$ cat src/rtl/wb_mem_write_queue.sv
// wb_mem_write_queue
//   Circular store buffer between writeback and the dcache. Stores are
//   queued in order. The head entry is presented on dc_* with a valid/ready
//   handshake. A combinational probe reports whether a load byte range
//   overlaps any queued store.
//
// Ports
//   clk, rst                 clock; asynchronous active-low reset
//   mem_ld, mem_addr,        enqueue request with store address, data,
//   mem_data, memsize,       size (00=1B .. 11=8B) and instruction ID
//   inst_ptcid
//   wbaq_full, wbaq_count    occupancy status
//   dc_valid, dc_ready,      head entry handshake and fields
//   dc_addr, dc_data,
//   dc_size, dc_ptcid
//   probe_addr, probe_size,  load-address overlap probe
//   probe_hit
module wb_mem_write_queue #(
  parameter int DEPTH = 8,
  parameter int PTR_W = 3
) (
  input  logic             clk,
  input  logic             rst,
  input  logic             mem_ld,
  input  logic [31:0]      mem_addr,
  input  logic [63:0]      mem_data,
  input  logic [1:0]       memsize,
  input  logic [6:0]       inst_ptcid,
  output logic             wbaq_full,
  output logic [PTR_W:0]   wbaq_count,
  output logic             dc_valid,
  input  logic             dc_ready,
  output logic [31:0]      dc_addr,
  output logic [63:0]      dc_data,
  output logic [1:0]       dc_size,
  output logic [6:0]       dc_ptcid,
  input  logic [31:0]      probe_addr,
  input  logic [1:0]       probe_size,
  output logic             probe_hit
);

  localparam logic [PTR_W:0] DEPTH_C = (PTR_W+1)'(DEPTH);

  logic [PTR_W-1:0] head_q, head_d;
  logic [PTR_W-1:0] tail_q, tail_d;
  logic [PTR_W:0]   count_q, count_d;
  logic [DEPTH-1:0] valid_q, valid_d;

  // Entry payload needs no reset: only valid_q decides whether it matters.
  logic [31:0] ent_addr_q  [DEPTH];
  logic [63:0] ent_data_q  [DEPTH];
  logic [1:0]  ent_size_q  [DEPTH];
  logic [6:0]  ent_ptcid_q [DEPTH];

  logic enq, deq;

  assign wbaq_full  = (count_q == DEPTH_C);
  assign wbaq_count = count_q;
  assign dc_valid   = (count_q != '0);
  assign dc_addr    = ent_addr_q[head_q];
  assign dc_data    = ent_data_q[head_q];
  assign dc_size    = ent_size_q[head_q];
  assign dc_ptcid   = ent_ptcid_q[head_q];

  assign enq = mem_ld && !wbaq_full;
  assign deq = dc_valid && dc_ready;

  always_comb begin
    head_d  = head_q;
    tail_d  = tail_q;
    count_d = count_q;
    valid_d = valid_q;
    if (enq) begin
      tail_d          = tail_q + PTR_W'(1);
      valid_d[tail_q] = 1'b1;
    end
    if (deq) begin
      head_d          = head_q + PTR_W'(1);
      valid_d[head_q] = 1'b0;
    end
    case ({enq, deq})
      2'b10:   count_d = count_q + (PTR_W+1)'(1);
      2'b01:   count_d = count_q - (PTR_W+1)'(1);
      default: count_d = count_q;
    endcase
  end

  always_ff @(posedge clk or negedge rst) begin
    if (!rst) begin
      head_q  <= '0;
      tail_q  <= '0;
      count_q <= '0;
      valid_q <= '0;
    end else begin
      head_q  <= head_d;
      tail_q  <= tail_d;
      count_q <= count_d;
      valid_q <= valid_d;
    end
  end

  always_ff @(posedge clk) begin
    if (enq) begin
      ent_addr_q[tail_q]  <= mem_addr;
      ent_data_q[tail_q]  <= mem_data;
      ent_size_q[tail_q]  <= memsize;
      ent_ptcid_q[tail_q] <= inst_ptcid;
    end
  end

  // Inclusive range ends in 33 bits so a range near the top of the address
  // space cannot wrap around and falsely overlap low addresses.
  logic [32:0]      probe_lo, probe_hi;
  logic [DEPTH-1:0] ent_hit;

  assign probe_lo = {1'b0, probe_addr};
  assign probe_hi = probe_lo + (33'd1 << probe_size) - 33'd1;

  for (genvar g = 0; g < DEPTH; g++) begin : g_probe
    logic [32:0] ent_lo, ent_hi;
    assign ent_lo     = {1'b0, ent_addr_q[g]};
    assign ent_hi     = ent_lo + (33'd1 << ent_size_q[g]) - 33'd1;
    assign ent_hit[g] = valid_q[g] && (ent_lo <= probe_hi) && (probe_lo <= ent_hi);
  end

  assign probe_hit = |ent_hit;

endmodule

$ cat config.mk
export PLATFORM = sky130hd
export DESIGN_NAME = wb_mem_write_queue
export DESIGN_NICKNAME = d
export VERILOG_FILES = /design/src/rtl/wb_mem_write_queue.sv
export SDC_FILE = /design/constraint.sdc
export NUM_CORES = 2
export LEC_CHECK = 0
export ABC_AREA = 0
export CORE_MARGIN = 4
export CORE_UTILIZATION = 35
export DETAILED_ROUTE_END_ITERATION = 8
export GPL_TIMING_DRIVEN = 0
export SLEW_MARGIN = 20
export SYNTH_ARGS = -nofsm -noshare
export SYNTH_HDL_FRONTEND = slang
export SYNTH_SLANG_ARGS = --single-unit
$ cat constraint.sdc
create_clock -name clk -period 9.6 [get_ports clk]
set_clock_uncertainty 0.15 [all_clocks]
set_input_delay 1.44 -clock clk [delete_from_list [all_inputs] [get_ports clk]]
set_output_delay 1.44 -clock clk [all_outputs]
set_load 0.1 [all_outputs]
==> metrics <==
clock tree buffer depth 3; commonest non-fill, non-tap cell in the layout edfxtp_1; Syn Nets 5915; Final Setup Violations 0; Die X 417 µm; die area 174000 µm²; met2 wire len 95200 µm; drt pass-1 iters 5; CP peak stage delay 440 ps; Fill cells 15500; clock slew at reported path FFs 60 ps; DRT Wirelength 203000 µm; share of cells above drive strength 1 0.122; status finished clean; flops & latches, synth 858; dpl hpwl 162000 µm; I/O Pins 255; Max Freq 0.105 GHz; Tmin final 9550 ps; total negative slack 0 ps; most frequent cells in the layout edfxtp_1 (840), ha_1 (814), inv_1 (455), a21oi_1 (342), clkdlybuf4s50_1 (226); Hold WC Path Type reg2reg; Setup Crit Path Kind in2out; initial antenna violation count 20; CTS tree done; WP data arrival 7960 ps; number of clock sinks 858; post-synthesis sequential area ratio 0.438; Power Density 295 nW/µm²; CP max FO 9; Slew Limit Fails 0; Syn Inst Count 4946; Startpoint Class input pin; Slew HR 0.170; P&R area growth vs syn 17.7%; Buf/Inv on CP 6; TritonCTS buffer count 96; met1 WL 84000 µm; leakage power 0.0278 µW; remaining global-route overflow 0; Placed Instances 7449; CTS root buffer clkbuf_16; CP top delay family compound AO/OA/AOI/OAI gates; first-pass GRT wire length 290000 µm; Core Region 166000 µm²; Worst-Skew Late Latency 730 ps; number of flops mapped to enable cells by yosys 840; largest net degree at the start of global routing 23; CP max-delay cell a2111o_1; Critical Path Sink Type output pin; Synth Flop Type edfxtp_1; row count 149; vias in the first global route 43500; Post-Syn Area 58600 µm²; starting density of the core 0.354; # DRC 0; VDD IR max 478 µV; CTS Hold Bufs 0; DR WL/cell 26.6 µm; Final nets 6345; Highest Signal Layer met5; final period utilization 0.995; DRC marker count from the first detailed-route iteration 3576; I/O Buffers 254; GRT Total Usage 0.228; H-tree depth 3; Critical Path RT 8010 ps; height of the chip 417 µm; worst-margin pin slew 1240 ps; Final Instance Count excl. Fillers 7654; Netlist cell types 95; asr flop ratio synth 0.0210; Layout Utilization 0.416; ANT nets after route 0; GP Congestion 0.956; met3 wire len 15900 µm; via count 43700; Max Cap Violations 0; Avg Inst Size Synth 11.9 µm²; Via density 5.71; Final Hold Fails 0; Ys Warns 0
[logic make-up after synthesis]
group / synth area share
AND/OR/NAND/NOR: 0.0842
flip-flops: 0.438
XOR/XNOR: 0.0398
buffers and inverters: 0.0343
multiplexers: 0.0899
adder cells (fa/ha/maj): 0.179
AO/OA/AOI/OAI: 0.135
[cell usage after synthesis, types with 17 or more instances]
library cell	number	area, µm²
xor2_1	132	1160
buf_1	31	116
mux4_2	178	4010
a31oi_1	28	175
o22ai_1	29	181
nand2_1	215	807
and4_1	20	175
nand3_1	82	410
dfrtp_1	18	450
inv_1	456	1710
mux2_2	79	890
o21a_1	60	450
a21oi_1	348	1740
nor2b_1	56	350
a211oi_1	39	293
or3_1	27	169
xnor2_1	124	1090
and2_1	17	106
or2_2	27	169
mux2i_1	37	370
o21bai_1	41	308
a21o_1	217	1630
nor2_1	201	754
clkbuf_1	45	169
and3_1	34	213
nand4_1	105	657
nand2b_1	75	469
o21ai_0	204	1020
ha_1	816	10200
nor3_1	66	330
o31ai_1	22	165
edfxtp_1	840	25200
a221o_1	18	180
o211ai_1	35	263
[report_power, final]
group          total (µW)  internal, µW  switching [µW]
logic               11700          3950            7760
registers            5040          4710             337
clock network        3620          2000            1620
[final timing paths]
check / from / to / slack, ps / depth (start not counted)
worst max-delay path: probe_addr[1] / probe_hit / 50 / 30
worst min-delay path: wbaq_count[3] / wbaq_count[3] / 370 / 1
worst max register to register: head_q[0] / valid_q[1] / 6020 / 6
worst min register to register: wbaq_count[3] / wbaq_count[3] / 370 / 1
max in group asynchronous: rst / valid_q[2] / 8230 / 1
min in group asynchronous: rst / valid_q[3] / 590 / 1
[registers in the layout, indices dropped and copies added (netlist names)]
| register | flops |
|---|---|
| ent_data_q | 512 |
| ent_addr_q | 256 |
| ent_ptcid_q | 56 |
| ent_size_q | 16 |
| valid_q | 8 |
| wbaq_count | 4 |
| head_q | 3 |
| tail_q | 3 |
[timing repair]
| item | in CTS | in global routing |
|---|---|---|
| pin swaps | 13 | 25 |
| endpoints found under the setup margin | 1 | 1 |
| gates resized for setup | 121 | 53 |
| gates cloned | 0 | 0 |
| setup buffers | 11 | 7 |
[per-layer routing]
metal,vias up,track usage
met5,-,0
met4,10,0.0883
met3,296,0.0400
met2,1584,0.380
met1,21900,0.295
li1,19900,-
[stage by stage]
step | hold slack (ps) | total power (µW) | instance area, µm² | setup slack [ps]
finish | 366 | 20400 | 69000 | 51.1
floorplan | 310 | 13200 | 58600 | 534
global route | 368 | 21400 | 69000 | -41.4
global placement | 328 | 16600 | 63900 | -4090
CTS | 362 | 20500 | 68700 | 10.3
detailed placement | 347 | 16700 | 65300 | -3300
[worst reg2reg max path: stages (launching register included)]
cell,delay (ps)
dfrtp_1,350
clkbuf_2,520
clkbuf_2,620
buf_1,710
clkbuf_2,660
nand2_1,200
o22a_1,250
[area by class of cell]
| class | count | area (µm²) | share of cell area |
|---|---|---|---|
| multi-input cells | 3555 | 31600 | 0.458 |
| flip-flops and latches | 858 | 25700 | 0.372 |
| repair buffers | 332 | 3860 | 0.0559 |
| well taps | 2189 | 2740 | 0.0397 |
| clock buffers | 111 | 2480 | 0.0359 |
| inverters | 456 | 1720 | 0.0249 |
| clock inverters | 69 | 596 | 0.00863 |
| plain buffers | 77 | 318 | 0.00461 |
| diodes | 7 | 17.5 | 0.000254 |
(Power assumes the default switching activity.)
